### src/rtl/lif_layer_scheduler.sv
// rtl/lif_layer_scheduler.sv - time-multiplexes one shared LIF neuron datapath across a layer
// Holds weights, membrane state, spike flags and config; sweeps one neuron per cycle on each step.
module lif_layer_scheduler #(
  parameter int N_NEURONS = 4,
  parameter int N_STAGES  = 5,
  localparam int INPUTS = 2**N_STAGES,
  localparam int OP     = N_STAGES + 2,
  localparam int W      = N_NEURONS * INPUTS,
  localparam int IDX_W  = $clog2(N_NEURONS)
) (
  input  logic                 clk,
  input  logic                 reset,
  input  logic                 cfg_valid,
  input  logic [1:0]           cfg_sel,
  input  logic [7:0]           cfg_data,
  output logic                 cfg_ready,
  input  logic                 step,
  output logic                 busy,
  output logic                 done,
  output logic [N_NEURONS-1:0] spikes,
  output logic [INPUTS-1:0]    dp_w,
  output logic [INPUTS-1:0]    dp_x,
  output logic [2:0]           dp_shift,
  output logic [OP-1:0]        dp_prev_u,
  output logic [OP-1:0]        dp_minus_teta,
  output logic                 dp_was_spike,
  input  logic [OP-1:0]        dp_u_out,
  input  logic                 dp_is_spike
);

  typedef enum logic {IDLE, EVAL} state_t;

  state_t               state_q, state_d;
  logic [W-1:0]         wbank;
  logic [INPUTS-1:0]    x;
  logic [OP-1:0]        u [N_NEURONS];
  logic [N_NEURONS-1:0] ws, ws_next;
  logic [2:0]           shift_q;
  logic [OP-1:0]        mteta;
  logic [IDX_W-1:0]     idx, idx_d;
  logic [N_NEURONS-1:0] spikes_q;
  logic                 busy_q, done_q;
  logic                 last, cfg_we;

  assign cfg_ready = !busy_q;
  assign busy      = busy_q;
  assign done      = done_q;
  assign spikes    = spikes_q;
  assign cfg_we    = cfg_valid && !busy_q;

  assign dp_w          = wbank[idx*INPUTS +: INPUTS];
  assign dp_x          = x;
  assign dp_shift      = shift_q;
  assign dp_prev_u     = u[idx];
  assign dp_minus_teta = mteta;
  assign dp_was_spike  = ws[idx];

  always_comb begin
    state_d = state_q;
    idx_d   = idx;
    last    = 1'b0;
    case (state_q)
      IDLE: begin
        idx_d = '0;
        if (step) state_d = EVAL;
      end
      EVAL: begin
        last = (idx == IDX_W'(N_NEURONS - 1));
        if (last) begin
          state_d = IDLE;
          idx_d   = '0;
        end else begin
          idx_d = idx + 1'b1;
        end
      end
      default: begin
        state_d = IDLE;
        idx_d   = '0;
      end
    endcase
  end

  // spike vector including the neuron being evaluated this cycle
  always_comb begin
    ws_next      = ws;
    ws_next[idx] = dp_is_spike;
  end

  always_ff @(posedge clk) begin
    if (reset) begin
      state_q  <= IDLE;
      wbank    <= '1;
      x        <= '0;
      for (int k = 0; k < N_NEURONS; k++) u[k] <= '0;
      ws       <= '0;
      shift_q  <= '0;
      mteta    <= OP'(-5);
      idx      <= '0;
      spikes_q <= '0;
      busy_q   <= 1'b0;
      done_q   <= 1'b0;
    end else begin
      state_q <= state_d;
      idx     <= idx_d;
      busy_q  <= (state_d == EVAL);
      // done is registered so it lands on the cycle the last neuron is presented
      done_q  <= (state_d == EVAL) && (idx_d == IDX_W'(N_NEURONS - 1));
      if (state_q == EVAL) begin
        u[idx] <= dp_u_out;
        ws     <= ws_next;
        if (last) spikes_q <= ws_next;
      end
      if (cfg_we) begin
        case (cfg_sel)
          2'b00: x       <= {x[INPUTS-9:0], cfg_data};
          2'b01: wbank   <= {wbank[W-9:0], cfg_data};
          2'b10: shift_q <= cfg_data[2:0];
          2'b11: mteta   <= cfg_data[OP-1:0];
          default: ;
        endcase
      end
    end
  end

endmodule

### config.mk
export PLATFORM = sky130hd
export DESIGN_NAME = lif_layer_scheduler
export DESIGN_NICKNAME = d
export VERILOG_FILES = /design/src/rtl/lif_layer_scheduler.sv
export SDC_FILE = /design/constraint.sdc
export NUM_CORES = 1
export LEC_CHECK = 0
export CORE_ASPECT_RATIO = 2
export CORE_UTILIZATION = 40
export DETAILED_ROUTE_END_ITERATION = 10
export PLACE_DENSITY = 0.72
export SKIP_LAST_GASP = 1
export SYNTH_ARGS = -nofsm -noshare
export SYNTH_HDL_FRONTEND = slang
export SYNTH_SLANG_ARGS = --single-unit
export TNS_END_PERCENT = 100
### constraint.sdc
create_clock -name clk -period 2.3 [get_ports clk]
set_input_delay 0.46 -clock clk [delete_from_list [all_inputs] [get_ports clk]]
set_output_delay 0.46 -clock clk [all_outputs]
set_load 0.03 [all_outputs]
Word-level counts from Yosys, hierarchy flattened
Memory sizes are Yosys's and may differ from the RTL's. A register that Yosys moved wholly into a read port is not among the register bits.
Cells that the tools add are included.
Cells by class
  add/sub/neg operators: 1
  order comparisons: 2
  eq/ne operators: 5
  shifts and indexed selects: 1
  muxes and demuxes: 20
  bitwise operators: 1
  reduce and logical (&&, ||, !) cells: 11
Operators with widths (count)
  variable part select 128 x 8 -> 32 bit: 1
  two-way mux 1 bit: 11
  AND reduction 2 bit: 5
  == test 2 bit (second input constant): 4
  two-way mux 7 bit: 1
  OR reduction 7 bit: 1
  two-way mux 2 bit: 3
  bitwise mux 4 bit: 1
  case mux 2 bit (2 select lines): 1
  logical AND 1 bit: 3
  < comparator 2 x 3 -> 1 bit (second input constant): 1
  adder 2 x 1 -> 2 bit (second input constant): 1
  binary-select mux 1 bit (select 2 bit): 1
  demux 1 bit (select 2 bit): 1
  == test 2 x 1 -> 1 bit (second input constant): 1
  >= comparator 2 x 1 -> 1 bit (second input constant): 1
  zero test 2 bit: 1
  case mux 1 bit (2 select lines): 1
  zero test 1 bit: 1
  inverter 1 bit: 1
Storage, ports and cells
  register bits after elaboration: 182
  RAM bits: 28
  input bits: 22
  logic and storage cells: 51
  memories kept: 1
Memory list
  u: depth 4, width 7, rd ports 1, clocked after memory_dff 1, write ports 4, line 36  | logic [OP-1:0] u [N_NEURONS];

Depth between registers and ports, before layout
  depth after elaboration: 5
  mapped depth: 7
  depth with buffers taken out: 4

Least setup slack after synthesis
Ideal clock, no wire load.
  kind: reg2out
  start: reg, netlist name idx[0]
  end: out dp_prev_u[2]
  arrival: 1.424 ns
  required time: 1.840 ns
  setup slack: 0.416 ns
  stages on the path, launching flop included: 4
  buffers on the path: 2
  cell sequence: dfxtp_1 > buf_2 > buf_4 > mux4_2
RTL lines
  end: declaration: line 24  | output logic [OP-1:0] dp_prev_u,

Worst setup path in the final report
  start: reg idx[1]
  end: out dp_w[23]
Between the ends
  longest elaborated chain between the ends: 1
RTL lines
  start: declaration: line 40  | logic [IDX_W-1:0] idx, idx_d;
  start signal: assignment: line 104  | idx <= idx_d;
  variable part select 128 x 8 -> 32 bit: line 51  | assign dp_w = wbank[idx*INPUTS +: INPUTS];
  end: declaration: line 21  | output logic [INPUTS-1:0] dp_w,
Every way passes these cells.

==> metrics.md <==
| Metric | Value |
|---|---|
| Status | `complete, but fails checks` |
| Failing checks | `negative setup slack` |
| R2R setup slack | `0.57 ns` |
| Crit end category | `output pin` |
| Final antenna-violating net count | `0` |
| Core area | `21680 um2` |
| Layout Cells excl Fill | `1162` |
| Post-place setup slack | `slightly below 0.09 ns` |
| Clock sink count | `210` |
| Detailed-route via count | `between 5000 and 6000` |
| Mapped Avg Cell Area | `12.06 um2` |
| CP dominant cell by count | `buf_12` |
| Clock-pin slew on the worst setup and hold paths | `0.07 ns` |
| Largest net degree at the start of global routing | `95` |
| Slowest CP cell | `mux4_2` |
| Unrepaired setup endpoints after global routing | `yes` |
| Cells along the critical path | `buf_12, buf_12, buf_8, mux4_2, buf_6` |
| Final setup TNS | `-0.3112 ns` |
| Pleak | `3.950 nW` |
| Gr ovfl total | `0` |
| Synthesized instance count | `737` |
| Critical path class | `flop to output pin` |
| Min Tclk post-route | `2.367 ns` |
| GRT Overall Usage | `0.1778` |
| Pins over their slew limit | `0` |
| DRT Wirelength | `roughly 20 mm` |
| Cell area after layout | `11300 um2` |
| Sequential area share after synthesis | `0.5044` |
| WP data arrival | `1.91 ns` |
| IO Pins | `around 110` |
| Synth area leader | `dfxtp_1` |
| Drt drc | `0` |
| Final core utilization | `0.5211` |
| Setup-failing EPs final | `9` |
| Yosys warnings | `0` |
| H-tree levels | `1` |
| Synth unique cells | `28` |
| Critical path's top delay family | `multiplexers` |
| Max_slew headroom | `0.5941` |
| Final-report hold violation count | `0` |
| Post-synth EDFFs | `28` |
| Slew @ Worst Pin | `0.6077 ns` |
| R2R Path Start | `idx[0]$_SDFF_PP0_` |
| Dpl cell area | `10270 um2` |
| Initial antenna violation count | `0` |
| Type of the worst min-delay path | `primary input to flop` |
| Fillers | `1883` |
| Maximum buffer depth of the clock tree | `3` |
| Cell count of the worst reg-to-reg path | `6` |
| Post-Syn Area | `8891 um2` |
| Synth Register Bits | `210` |
| Layout cell share with drive strength beyond 1 | `0.2171` |
| Initial core utilization | `0.4101` |
| 1st-iter DRT viols | `202` |
| Vias in the first global route | `6215` |
| Hold path depth | `2` |
| Net Count, Synth | `between 700 and 800` |
| Yosys top cell area share | `0.4098` |
| Final #Nets | `approximately 900` |
| # placed instances | `approximately 1100` |
| F_max | `422.5 MHz` |
| Drt wl/cell | `17.17 um` |
| Final period util | `1.029` |
| Top cells by count, synth | `dfxtp_1, mux2i_1, nor2_1, nand2b_1, mux4_2` |
| PD cells | `714.7 nW/um2` |
| Worst clock skew | `0.009574 ns` |
| Hold_ws | `0.2797 ns` |
| Hold-fix buffers at CTS | `0` |
| First-pass GRT wire length | `31.42 mm` |
| CTS Buf Count | `20` |
| Vias per cell | `5.074` |
| Row cnt | `76` |
| Dominant synthesized flop cell | `dfxtp_1` |
| Buf/Inv on CP | `4` |
| VDD IR max | `0.5948 mV` |
| Die width | `107.4 um` |
| Buffers on Ports | `between 100 and 150` |
| Worst skew pair latency | `0.50 ns` |
| Hold_sp | `reset` |
| Count leader, synth | `dfxtp_1` |
| Pre-antenna DRT Iters | `4` |
| Final Power | `8.074 mW` |
| Crit-path max cell delay | `0.53 ns` |
| FFs w/ async S/R, synth | `0` |
| Worst setup SP type | `flop` |
| Top cells by area, synth | `dfxtp_1, mux2i_1, mux4_2` |
| Max-Cap Viols | `0` |
| Root Buffer | `clkbuf_16` |
| WHS Endpoint | `busy$_SDFF_PP0_` |
| GP Congestion | `between 0.7 and 0.8` |
| Final worst slack | `-0.06678 ns` |
| CTS tree | `done` |
| Area grow syn2layout | `27.06%` |
| RR Endpoint | `u[0][3]$_SDFFCE_PN0P_` |
| N_diodes | `0` |
| DPL Wire Length | `13.96 mm` |
| Die area | `22860 um2` |
| Die height | `212.8 um` |
| Worst-path fanout max | `4` |
| Crit path required time | `around 1.8 ns` |
[cells by family after synthesis]
kind of cell | synth area share
AOI/OAI and AO/OA | 0.01464
adders and majority gates | 0.005629
buffers and inverters | 0.04883
DFF | 0.5044
muxes | 0.2961
and+or+nand+nor | 0.1305
[layer usage]
metal  share of wire  track usage  up-vias
li1                -            -     2863
met1            0.36       0.1783     2868
met2            0.57       0.3524      121
met3           0.035      0.02564       44
met4           0.032      0.07794        0
met5               0            0        -
[area by class of cell]
type	instances	area, um2	area share
inverters	3	11.26	0.0009968
multi-input cells	470	3976	0.3520
well taps	273	341.6	0.03024
repair buffers	170	1729	0.1531
clock inverters	11	163.9	0.01451
clock buffers	25	581.8	0.05150
flip-flops and latches	210	4493	0.3977
[worst max-delay path by stage]
| stage | from | to | slack (ns) | cells past startpoint |
|---|---|---|---|---|
| global placement | idx[0]$_SDFF_PP0_ | dp_prev_u[0] | 0.10 | 3 |
| CTS | idx[1]$_SDFF_PP0_ | dp_w[29] | -0.09 | 3 |
| finish | idx[1]$_SDFF_PP0_ | dp_w[23] | -0.07 | 5 |
| detailed placement | cfg_sel[0] | wbank[64]$_SDFFE_PP1P_ | 0.09 | 4 |
| global route | idx[1]$_SDFF_PP0_ | dp_w[31] | -0.10 | 5 |
| floorplan | idx[0]$_SDFF_PP0_ | dp_prev_u[2] | 0.42 | 3 |
[cell usage in the layout (no fill, tap or decap), drive strengths merged, types with 2 or more instances in the layout]
cell and instances:
nor4b 2, and4bb 3, nand2b 46, a311oi 3, and2 30, edfxtp 28, clkinv 4, ha 4
a21oi 9, clkinvlp 2, nand3 4, clkbuf 27, nor2 143, mux2i 173, or2 3, dfxtp 182
buf 98, inv 4, a21bo 5, bufinv 4, mux4 40, clkdlybuf4s50 69
[sequential cells by signal, indices dropped and copies added (netlist names)]
register,count
wbank,128
ws,4
busy,1
idx,2
dp_minus_teta,7
spikes,4
dp_shift,3
done,1
dp_x,32
u,28
[power by group]
group          switching (mW)  internal, mW  total (mW)
clock network            1.45          2.26        3.71
registers              0.0255          3.76        3.78
logic                   0.303         0.278       0.581
total                    1.78          6.29        8.07
[timing repair]
action | 4_1_cts | 5_1_grt
setup buffers | 17 | 6
setup endpoints to repair | 42 | 27
cloned | 0 | 1
gates resized for setup | 128 | 38
Note: power is estimated with default switching activity, not from simulation.
